===== src/rtl/result_serializer_pkg.sv =====
// result_serializer_pkg
//   Shared definitions for the result serializer:
//   - state_t          : frame FSM state encoding
//   - DEFAULT_SYNC_SYM : default first symbol of every frame
//   - frame_len()      : symbols per frame for a given parameter set
package result_serializer_pkg;

  typedef enum logic [2:0] {
    ST_IDLE = 3'd0,
    ST_SYNC = 3'd1,
    ST_HDR  = 3'd2,
    ST_DATA = 3'd3,
    ST_CSUM = 3'd4
  } state_t;

  localparam logic [7:0] DEFAULT_SYNC_SYM = 8'hA5;

  // sync + header + payload symbols + optional checksum
  function automatic int frame_len(input int word_w, input int num_words,
                                   input int out_w, input int checksum_en);
    return 2 + (num_words * word_w) / out_w + checksum_en;
  endfunction

endpackage


===== src/rtl/result_serializer_if.sv =====
// result_serializer_if
//   Groups the request side (ena, start, mode, words) and the pin-bus side
//   (busy, out_sym, out_valid, frame_first, done, err_drop) of the serializer.
//   master : the block requesting frames and watching the bus (core / bench)
//   slave  : the serializer itself
interface result_serializer_if #(
  parameter int WORD_W    = 32,
  parameter int NUM_WORDS = 2,
  parameter int OUT_W     = 8,
  parameter int MODE_W    = 3
);

  logic                          ena;
  logic                          start;
  logic [MODE_W-1:0]             mode;
  logic [NUM_WORDS*WORD_W-1:0]   words;
  logic                          busy;
  logic [OUT_W-1:0]              out_sym;
  logic                          out_valid;
  logic                          frame_first;
  logic                          done;
  logic                          err_drop;

  modport master (
    output ena, start, mode, words,
    input  busy, out_sym, out_valid, frame_first, done, err_drop
  );

  modport slave (
    input  ena, start, mode, words,
    output busy, out_sym, out_valid, frame_first, done, err_drop
  );

endinterface


===== src/rtl/result_serializer_frame_sym_sel.sv =====
// frame_sym_sel
//   Combinational pick of payload symbol idx from the captured word vector.
//   Symbols are numbered word 0 first, MSB symbol first within each word.
//   Ports:
//     words : packed payload, word 0 in the LSBs
//     idx   : payload symbol index
//     sym   : selected OUT_W-bit symbol (0 for indices past the payload)
module frame_sym_sel #(
  parameter int WORD_W    = 32,
  parameter int NUM_WORDS = 2,
  parameter int OUT_W     = 8,
  parameter int IDX_W     = 3
) (
  input  logic [NUM_WORDS*WORD_W-1:0] words,
  input  logic [IDX_W-1:0]            idx,
  output logic [OUT_W-1:0]            sym
);

  localparam int SPW  = WORD_W / OUT_W;
  localparam int NSYM = NUM_WORDS * SPW;

  // Table padded to a power of two so any idx value selects something defined
  logic [OUT_W-1:0] sym_tab [2**IDX_W];

  genvar gi;
  for (gi = 0; gi < 2**IDX_W; gi++) begin : g_sym
    if (gi < NSYM) begin : g_live
      localparam int LSB = (gi / SPW) * WORD_W + (SPW - 1 - (gi % SPW)) * OUT_W;
      assign sym_tab[gi] = words[LSB +: OUT_W];
    end else begin : g_pad
      assign sym_tab[gi] = '0;
    end
  end

  assign sym = sym_tab[idx];

endmodule


===== src/rtl/result_serializer.sv =====
// result_serializer
//   Captures NUM_WORDS result words plus a mode tag on start and streams them
//   as a framed packet: sync, header, payload (MSB-first), optional XOR
//   checksum. Each symbol is held for HOLD_CYCLES cycles. All outputs are
//   registered; ena=0 freezes every register, including done.
//   Ports:
//     clk   : clock, rising edge
//     rst_n : asynchronous active-low reset; aborts a frame in flight
//     bus   : slave side of result_serializer_if (request inputs, pin outputs)
module result_serializer
  import result_serializer_pkg::*;
#(
  parameter int              WORD_W      = 32,
  parameter int              NUM_WORDS   = 2,
  parameter int              OUT_W       = 8,
  parameter int              MODE_W      = 3,
  parameter int              HOLD_CYCLES = 1,
  parameter bit              CHECKSUM_EN = 1'b1,
  parameter logic [OUT_W-1:0] SYNC_SYM   = OUT_W'(DEFAULT_SYNC_SYM)
) (
  input logic               clk,
  input logic               rst_n,
  result_serializer_if.slave bus
);

  localparam int NSYM   = NUM_WORDS * WORD_W / OUT_W;
  localparam int IDX_W  = (NSYM > 1) ? $clog2(NSYM) : 1;
  localparam int HOLD_W = (HOLD_CYCLES > 1) ? $clog2(HOLD_CYCLES) : 1;
  localparam logic [HOLD_W-1:0] HOLD_LAST = HOLD_W'(HOLD_CYCLES - 1);
  localparam logic [IDX_W-1:0]  IDX_LAST  = IDX_W'(NSYM - 1);

  if (WORD_W % OUT_W != 0) begin : g_bad_word_w
    $error("WORD_W must be a multiple of OUT_W");
  end
  if (MODE_W > OUT_W) begin : g_bad_mode_w
    $error("MODE_W must not exceed OUT_W");
  end
  if (HOLD_CYCLES < 1) begin : g_bad_hold
    $error("HOLD_CYCLES must be at least 1");
  end

  state_t                      state_reg, state_next;
  logic [HOLD_W-1:0]           hold_reg, hold_next;
  logic [IDX_W-1:0]            idx_reg, idx_next;
  logic [OUT_W-1:0]            csum_reg, csum_next;
  logic [MODE_W-1:0]           mode_reg, mode_next;
  logic [NUM_WORDS*WORD_W-1:0] words_reg, words_next;
  logic                        busy_reg, busy_next;
  logic [OUT_W-1:0]            out_sym_reg, out_sym_next;
  logic                        out_valid_reg, out_valid_next;
  logic                        first_reg, first_next;
  logic                        done_reg, done_next;
  logic                        err_reg, err_next;

  logic [IDX_W-1:0]            sel_idx;
  logic [OUT_W-1:0]            sel_sym;
  logic [OUT_W-1:0]            hdr_sym;

  // The selector looks up the symbol about to be loaded: payload 0 when
  // leaving the header, otherwise the one after the current index.
  assign sel_idx = (state_reg == ST_DATA) ? idx_reg + 1'b1 : '0;
  assign hdr_sym = OUT_W'(mode_reg);

  frame_sym_sel #(
    .WORD_W   (WORD_W),
    .NUM_WORDS(NUM_WORDS),
    .OUT_W    (OUT_W),
    .IDX_W    (IDX_W)
  ) u_sel (
    .words(words_reg),
    .idx  (sel_idx),
    .sym  (sel_sym)
  );

  always_comb begin
    state_next     = state_reg;
    hold_next      = hold_reg;
    idx_next       = idx_reg;
    csum_next      = csum_reg;
    mode_next      = mode_reg;
    words_next     = words_reg;
    busy_next      = busy_reg;
    out_sym_next   = out_sym_reg;
    out_valid_next = out_valid_reg;
    first_next     = first_reg;
    done_next      = 1'b0;
    err_next       = err_reg;

    if (state_reg == ST_IDLE) begin
      busy_next      = 1'b0;
      out_sym_next   = '0;
      out_valid_next = 1'b0;
      first_next     = 1'b0;
      if (bus.start) begin
        state_next     = ST_SYNC;
        mode_next      = bus.mode;
        words_next     = bus.words;
        hold_next      = '0;
        idx_next       = '0;
        csum_next      = '0;
        busy_next      = 1'b1;
        out_sym_next   = SYNC_SYM;
        out_valid_next = 1'b1;
        first_next     = 1'b1;
      end
    end else begin
      if (bus.start) begin
        err_next = 1'b1;
      end
      if (hold_reg != HOLD_LAST) begin
        hold_next = hold_reg + 1'b1;
      end else begin
        hold_next = '0;
        unique case (state_reg)
          ST_SYNC: begin
            state_next   = ST_HDR;
            out_sym_next = hdr_sym;
            first_next   = 1'b0;
            csum_next    = hdr_sym;
          end
          ST_HDR: begin
            state_next   = ST_DATA;
            idx_next     = '0;
            out_sym_next = sel_sym;
            csum_next    = csum_reg ^ sel_sym;
          end
          ST_DATA: begin
            if (idx_reg != IDX_LAST) begin
              idx_next     = idx_reg + 1'b1;
              out_sym_next = sel_sym;
              csum_next    = csum_reg ^ sel_sym;
            end else if (CHECKSUM_EN) begin
              state_next   = ST_CSUM;
              out_sym_next = csum_reg;
            end else begin
              state_next     = ST_IDLE;
              busy_next      = 1'b0;
              out_sym_next   = '0;
              out_valid_next = 1'b0;
              done_next      = 1'b1;
            end
          end
          default: begin
            // ST_CSUM, and a safe landing for any unused encoding
            state_next     = ST_IDLE;
            busy_next      = 1'b0;
            out_sym_next   = '0;
            out_valid_next = 1'b0;
            first_next     = 1'b0;
            done_next      = (state_reg == ST_CSUM);
          end
        endcase
      end
    end
  end

  always_ff @(posedge clk or negedge rst_n) begin
    if (!rst_n) begin
      state_reg     <= ST_IDLE;
      hold_reg      <= '0;
      idx_reg       <= '0;
      csum_reg      <= '0;
      mode_reg      <= '0;
      words_reg     <= '0;
      busy_reg      <= 1'b0;
      out_sym_reg   <= '0;
      out_valid_reg <= 1'b0;
      first_reg     <= 1'b0;
      done_reg      <= 1'b0;
      err_reg       <= 1'b0;
    end else if (bus.ena) begin
      state_reg     <= state_next;
      hold_reg      <= hold_next;
      idx_reg       <= idx_next;
      csum_reg      <= csum_next;
      mode_reg      <= mode_next;
      words_reg     <= words_next;
      busy_reg      <= busy_next;
      out_sym_reg   <= out_sym_next;
      out_valid_reg <= out_valid_next;
      first_reg     <= first_next;
      done_reg      <= done_next;
      err_reg       <= err_next;
    end
  end

  assign bus.busy        = busy_reg;
  assign bus.out_sym     = out_sym_reg;
  assign bus.out_valid   = out_valid_reg;
  assign bus.frame_first = first_reg;
  assign bus.done        = done_reg;
  assign bus.err_drop    = err_reg;

endmodule


===== src/flat_wrapper.sv =====
// flat-port wrapper written by rule: the top's interface ports become plain ports
module result_serializer_flat import result_serializer_pkg::*;
#(
  parameter int              WORD_W      = 32,
  parameter int              NUM_WORDS   = 2,
  parameter int              OUT_W       = 8,
  parameter int              MODE_W      = 3,
  parameter int              HOLD_CYCLES = 1,
  parameter bit              CHECKSUM_EN = 1'b1,
  parameter logic [OUT_W-1:0] SYNC_SYM   = OUT_W'(DEFAULT_SYNC_SYM)
)
  (clk, rst_n, bus_ena, bus_start, bus_mode, bus_words, bus_busy, bus_out_sym, bus_out_valid, bus_frame_first, bus_done, bus_err_drop);
  result_serializer_if #(.WORD_W(WORD_W), .NUM_WORDS(NUM_WORDS), .OUT_W(OUT_W), .MODE_W(MODE_W)) bus_i ();
  input logic clk;
  input logic rst_n;
  input wire logic [$bits(bus_i.ena)-1:0] bus_ena;
  input wire logic [$bits(bus_i.start)-1:0] bus_start;
  input wire logic [$bits(bus_i.mode)-1:0] bus_mode;
  input wire logic [$bits(bus_i.words)-1:0] bus_words;
  output wire logic [$bits(bus_i.busy)-1:0] bus_busy;
  output wire logic [$bits(bus_i.out_sym)-1:0] bus_out_sym;
  output wire logic [$bits(bus_i.out_valid)-1:0] bus_out_valid;
  output wire logic [$bits(bus_i.frame_first)-1:0] bus_frame_first;
  output wire logic [$bits(bus_i.done)-1:0] bus_done;
  output wire logic [$bits(bus_i.err_drop)-1:0] bus_err_drop;
  assign bus_i.ena = bus_ena;
  assign bus_i.start = bus_start;
  assign bus_i.mode = bus_mode;
  assign bus_i.words = bus_words;
  assign bus_busy = bus_i.busy;
  assign bus_out_sym = bus_i.out_sym;
  assign bus_out_valid = bus_i.out_valid;
  assign bus_frame_first = bus_i.frame_first;
  assign bus_done = bus_i.done;
  assign bus_err_drop = bus_i.err_drop;
  result_serializer #(.WORD_W(WORD_W), .NUM_WORDS(NUM_WORDS), .OUT_W(OUT_W), .MODE_W(MODE_W), .HOLD_CYCLES(HOLD_CYCLES), .CHECKSUM_EN(CHECKSUM_EN), .SYNC_SYM(SYNC_SYM)) u_core (.clk(clk), .rst_n(rst_n), .bus(bus_i));
endmodule

===== config.mk =====
export PLATFORM = sky130hd
export DESIGN_NAME = result_serializer_flat
export DESIGN_NICKNAME = d
export VERILOG_FILES = /design/src/rtl/result_serializer_pkg.sv /design/src/rtl/result_serializer_if.sv /design/src/rtl/result_serializer_frame_sym_sel.sv /design/src/rtl/result_serializer.sv /design/src/flat_wrapper.sv
export SDC_FILE = /design/constraint.sdc
export NUM_CORES = 1
export LEC_CHECK = 0
export ABC_AREA = 1
export CAP_MARGIN = 5
export CELL_PAD_IN_SITES_DETAIL_PLACEMENT = 0
export CELL_PAD_IN_SITES_GLOBAL_PLACEMENT = 2
export CORE_ASPECT_RATIO = 2
export CORE_MARGIN = 5
export CORE_UTILIZATION = 39
export CTS_CLUSTER_DIAMETER = 150
export DETAILED_ROUTE_END_ITERATION = 7
export DONT_BUFFER_PORTS = 1
export PLACE_DENSITY = 0.84
export SLEW_MARGIN = 20
export SYNTH_ARGS = -nofsm -noshare
export SYNTH_HDL_FRONTEND = slang
export SYNTH_HIERARCHICAL = 1
export SYNTH_SLANG_ARGS = --single-unit

===== constraint.sdc =====
create_clock -name clk -period 3.3 [get_ports clk]
set_input_delay 0.66 -clock clk [delete_from_list [all_inputs] [get_ports clk]]
set_output_delay 0.66 -clock clk [all_outputs]
set_load 0.02 [all_outputs]

==> flow_summary.yaml, run 1 <==
global_route:
  antenna_found_initial: 0
  grt_pass1_wl_mm: 21.6
  grt_util_all_layers_pct: 17.3
  grt_start_max_net_pins: 73
  grt-ovfl-total: 0
  grt_pass1_vias: 4121
floorplan:
  die_x_um: 91.9
  dieArea_um2: 16000
  start_util_pct: 39.4
  coreArea_um2: 13300
  ios: 84
  row_count: 60
  die_h_um: 174
worst_setup_path:
  crit_path_max_fanout: 18
  critical_path_class: "reg2reg"
  crit_path_start_kind: "flip-flop"
  crit_chain: "inv_2 -> nand3_1 -> nor2_1 -> buf_4 -> inv_2 -> nand3_1 -> nand2_1 -> nand2_1 -> nand2_1 -> inv_1 -> o21ai_0 -> nand2_1 -> o21ai_0 -> nand2_1 -> nand2_1"
  crit_path_max_incr_delay_ns: 0.43
  crit_slowest_cell: "dfrtp_1"
  cp_common_cell: "nand2_1"
  critPathCaptureType: "flip-flop"
  rrSetupSlack_ns: 0.92
  cp_data_arrival_time_ns: 2.62
  critPathRequiredTime_ns: 3.54
clock_network:
  cts_tree: "built"
  clkSinkCount: 93
  cts_setup_buffers: 0
  cts-root-buf: "clkbuf_16"
  hold_buffers: 3
  clock_path_buffers: 2
  cts_resized: 0
  numCtsBuffers: 9
  clk_pin_slew_ns: 0.07
  htreeDepth: 3
  clk_latency_ns: 0.35
sta:
  hold_ws_ns: 0.127
  hold_viol_final: 0
  rsz0062_at_grt: "no"
  skew_ns: 0.00996
  fmax_mhz: 420
  period_minus_slack_ns: 2.38
  drv_slew: 0
  setup_viol: 0
  max_slew_margin_pct: 48.2
  fin_crit_sh_pct: 72.1
  setup-tns-final_ns: 0
  layout_setup_ws_ns: 0.921
  worst_pin_slew_ns: 0.777
logic_synthesis:
  ys_types: 28
  synth_enable_flop_cells: 0
  yosys.cell_count.top_type: "nand2_1"
  synthesis.area_um2: 5230
  synth_top_cell_area_share_pct: 44.5
  synth_commonest_cells: "nand2_1, inv_1, dfrtp_1"
  synthFlopType: "dfrtp_1"
  post-synth-top-area-cell: "dfrtp_1"
  avgSynthCellArea_um2: 7.31
  synth-seq-cells: 93
  async_reset_ff_share_pct: 100
  synth_area_leaders: "dfrtp_1, nand2_1, inv_1, o21ai_0, o21ai_2"
  synth_fp_nets: 790
  ys_seq_area_share_pct: 44.5
  ys.warnings.count: 6
  postSynthCellCount: 716
placement:
  place_congestion: 0.815
  dp_slack_ns: 0.909
  numPortBuffers: 0
  place_inst: 845
  post_dp_cell_area_um2: 5190
  hpwl_mm: 9.23
finish:
  n_fill_cell: 1434
  final_cells: 864
  post-route-util_pct: 41.7
  antenna_cells: 0
  layout.nets: 778
  drive_gt1_share_pct: 10.2
  largest_reg_flops: 64
  area_delta_synth_final_pct: 5.93
  stdcell_area_um2: 5540
power_and_ir_drop:
  intPower_mw: 2.84
  switching_power_mw: 2.23
  p_leak_nw: 3.16
  power_mw: 5.07
  powerDensity_nw_per_um2: 915
  clockPowerShare_pct: 20.1
  seqPwrFrac_pct: 39.7
  swShare_pct: 43.9
  comb_power_share_pct: 40.2
  vdd_drop_max_mv: 0.295
drt:
  vias_per_cell: 4.69
  drtIter0Drc: 217
  drtAntennaViolNets: 0
  avgRoutedWirePerCell_um: 15.1
  vias: 4052
  drtPass1Iterations: 5
  finalWirelength_mm: 13.0
  drc: 0
run:
  cap_violations: 0
outcome:
  outcome: "finished clean"
hold_path:
  worstHoldPathType: "in2async"
-- power by group through the flow --
| stage | clock [mW] | combinational, mW | sequential, mW |
|---|---|---|---|
| final | 1.02 | 2.04 | 2.01 |
| after detailed placement | 0 | 2.02 | 2.04 |
| after floorplan | 0 | 1.69 | 1.93 |
| after global placement | 0 | 2.03 | 2.03 |
| after CTS | 1.05 | 2.07 | 2.02 |
| after global routing | 1.10 | 2.37 | 2.08 |
-- layer usage --
metal / GRT usage (%) / vias to the layer above / part of all wire [%]
met3: 3.30 / 12 / 3.7
met2: 29.4 / 92 / 50
met4: 6.08 / 0 / 2.1
li1: - / 2111 / -
met5: 0 / - / 0
met1: 21.7 / 1837 / 44
-- final timing paths --
kind | startpoint | to | depth (start not counted)
setup / recovery | u_core/state_reg[2] | u_core/bus.out_sym[3] | 15
hold / removal | rst_n | u_core/words_reg[43] | 1
setup reg to reg | u_core/state_reg[2] | u_core/bus.out_sym[3] | 15
hold reg to reg | u_core/words_reg[58] | u_core/words_reg[58] | 2
max in group asynchronous | rst_n | u_core/words_reg[59] | 1
min in group clk | bus_ena | u_core/bus.out_sym[6] | 2
-- cell families after synthesis --
family                     count (synthesis)  synth area share (%)
AOI/OAI and AO/OA                         86                  10.0
and+or+nand+nor                          340                  27.3
xor gates and xnor gates                   5                 0.837
buffers and inverters                    189                  16.6
DFF                                       93                  44.5
adders and majority gates                  3                 0.717
-- layout by cell type (no fill, tap or decap), drive strengths merged --
| cell | n |
|---|---|
| a21oi | 3 |
| clkinvlp | 1 |
| o21a | 1 |
| nand2 | 278 |
| o21bai | 1 |
| nand4 | 9 |
| clkinv | 1 |
| o21ai | 81 |
| nand3 | 41 |
| ha | 3 |
| xor2 | 5 |
| nor3 | 2 |
| inv | 162 |
| nor2 | 10 |
| clkbuf | 9 |
| dlygate4sd3 | 1 |
| dfrtp | 93 |
| buf | 8 |
-- final cells by class --
class	instances	area, µm²	area share, %
Clock buffer	9	225	4.06
Clock inverter	7	65.1	1.17
Inverter	157	592	10.7
Multi-Input combinational cell	434	2040	36.7
Sequential cell	93	2330	42.0
Tap cell	155	194	3.50
Timing Repair Buffer	9	103	1.85
-- critical path: cells and delay by family (launching register included) --
| family | cells | cell delay [ns] |
|---|---|---|
| compound gates | 2 | 0.18 |
| flops | 1 | 0.43 |
| buf+inv | 4 | 0.69 |
| simple gates | 9 | 0.97 |
Power figures use the tool's default switching activity.
==> inputs of run 2 (changes only) <==
--- a/config.mk
+++ b/config.mk
@@ -11,11 +11,11 @@
 export CELL_PAD_IN_SITES_GLOBAL_PLACEMENT = 2
 export CORE_ASPECT_RATIO = 2
 export CORE_MARGIN = 5
-export CORE_UTILIZATION = 39
+export CORE_UTILIZATION = 36
 export CTS_CLUSTER_DIAMETER = 150
 export DETAILED_ROUTE_END_ITERATION = 7
 export DONT_BUFFER_PORTS = 1
-export PLACE_DENSITY = 0.84
+export PLACE_DENSITY = 0.78
 export SLEW_MARGIN = 20
 export SYNTH_ARGS = -nofsm -noshare
 export SYNTH_HDL_FRONTEND = slang
==> constraint.sdc (replaced) <==
create_clock -name clk -period 2.3 [get_ports clk]
set_input_delay 0.46 -clock clk [delete_from_list [all_inputs] [get_ports clk]]
set_output_delay 0.46 -clock clk [all_outputs]
set_load 0.02 [all_outputs]
==> flow_summary.yaml, run 2 (same netlist as run 1, synthesis figures left out) <==
finish:
  layout.nets: 780
  antenna_cells: 0
  largest_reg_flops: 64
  layout_common_cells: "nand2_1, inv_1, dfrtp_1"
  area_delta_synth_final_pct: 7.15
  final_common_cell: "nand2_1"
  stdcell_area_um2: 5610
  drive_gt1_share_pct: 10.5
power_and_ir_drop:
  seqPwrFrac_pct: 38.9
  switching_power_mw: 3.11
  comb_power_share_pct: 39.4
  intPower_mw: 4.34
  clockPowerShare_pct: 21.7
  swShare_pct: 41.8
  powerDensity_nw_per_um2: 1330
  p_leak_nw: 3.16
  vdd_drop_max_mv: 0.412
floorplan:
  dieArea_um2: 17200
  die_x_um: 95.3
  row_count: 62
  coreArea_um2: 14400
  start_util_pct: 36.5
  ios: 84
  die_h_um: 180
clock_network:
  cts-root-buf: "clkbuf_16"
  clk_pin_slew_ns: 0.07
  clkSinkCount: 93
  cts_tree: "built"
  clock_path_buffers: 2
  numCtsBuffers: 9
  htreeDepth: 3
  clk_latency_ns: 0.34
worst_setup_path:
  reg2reg_from: "u_core/state_reg[2]"
  crit_path_max_fanout: 18
  critPathRequiredTime_ns: 2.53
  crit_path_start_kind: "flip-flop"
  reg2reg_depth: 15
  cp_common_cell: "nand2_1"
  crit_slowest_cell: "dfrtp_1"
  crit_path_max_incr_delay_ns: 0.43
  cp_data_arrival_time_ns: 2.29
  r2r-end: "u_core/bus.out_sym[2]"
  rrSetupSlack_ns: 0.24
  critPathCaptureType: "flip-flop"
  critical_path_class: "reg2reg"
  crit_chain: "inv_2 -> nand3_1 -> nor2_2 -> buf_4 -> nand2_1 -> nand3_1 -> nand2_1 -> nand2_1 -> nand2_1 -> inv_1 -> o21ai_0 -> nand2_1 -> nand3_1 -> nand2_1 -> nand2_1"
global_route:
  antenna_found_initial: 0
  grt_pass1_wl_mm: 22.0
  grt_start_max_net_pins: 101
  grt_pass1_vias: 4425
  grt-ovfl-total: 0
  grt_util_all_layers_pct: 16.6
sta:
  hold_ws_ns: -0.194
  skew_ns: 0.00692
  setup-tns-final_ns: 0
  fin_crit_sh_pct: 89.6
  rsz0062_at_grt: "no"
  drv_slew: 0
  setup_viol: 0
  period_minus_slack_ns: 2.06
  worst_pin_slew_ns: 1.01
  fmax_mhz: 485
  max_slew_margin_pct: 32.8
  layout_setup_ws_ns: 0.239
  hold_viol_final: 93
placement:
  post_dp_cell_area_um2: 5280
  dp_slack_ns: 0.223
  place_congestion: 0.870
  numPortBuffers: 0
  hpwl_mm: 10.3
outcome:
  violations: "hold timing"
  outcome: "finished, violations left"
drt:
  vias_per_cell: 4.59
  drc: 0
  drtAntennaViolNets: 0
  avgRoutedWirePerCell_um: 14.8
  drtIter0Drc: 118
  vias: 4148
  finalWirelength_mm: 13.4
  drtPass1Iterations: 4
hold_path:
  worstHoldPathType: "in2async"
run:
  cap_violations: 0
-- run 2: timing repair --
item | 4_1_cts | 5_1_grt
resized for setup | 0 | 1
setup buffers | 0 | 0
setup endpoints to repair | 0 | 2
endpoints found under the hold margin | 93 | 93
-- run 2: layout make-up --
type                            count  area, µm²
Clock buffer                       11        243
Multi-Input combinational cell    434       2040
Inverter                          157        592
Clock inverter                      5       83.8
Timing Repair Buffer               11       82.6
Tap cell                          192        240
Fill cell                        1571       8740
Sequential cell                    93       2330
-- run 2: worst max path at each step --
stage	end	start	cells past startpoint	slack, ns
finish	u_core/bus.out_sym[2]	u_core/state_reg[2]	15	0.24
CTS	u_core/bus.out_sym[2]	u_core/state_reg[1]	14	0.20
global route	u_core/bus.out_sym[5]	u_core/idx_reg[0]	14	0.009
detailed placement	u_core/bus.out_sym[5]	u_core/state_reg[1]	14	0.22
global placement	u_core/bus.out_sym[2]	u_core/state_reg[2]	15	0.26
floorplan	u_core/bus.out_sym[3]	u_core/state_reg[2]	17	0.36
-- run 2: critical path: cells and delay by family (launching register included) --
kind / cells / cell delay, ns
AOI/OAI and AO/OA: 1 / 0.07
buffers and inverters: 3 / 0.42
DFF: 1 / 0.43
and+or+nand+nor: 11 / 1.00
-- run 2: metal layers --
layer  track usage, %  part of all wire (%)  routed length, µm
met1             17.5                    37               4930
met2             29.9                    55               7320
met3             3.13                   3.3                436
met4             9.37                   5.2                701
met5                0                     0                  0
-- run 2: power groups by stage --
stage                     Sequential [mW]  Combinational, mW  Clock [mW]
after floorplan                      2.77               2.43           0
after global placement               2.92               2.94           0
after detailed placement             2.95               2.96           0
after CTS                            2.92               2.98        1.68
after global routing                 3.01               3.41        1.73
final                                2.90               2.93        1.62
-- run 2: per-stage QoR --
stage	hold WS (ns)	util (%)	cells	total power [mW]
after floorplan	0.164	-	716	5.20
after global placement	0.168	36.8	887	5.87
after detailed placement	0.168	36.8	887	5.91
after CTS	-0.212	39.1	903	7.58
after global routing	-0.222	39.1	903	8.15
final	-0.194	39.1	903	7.46
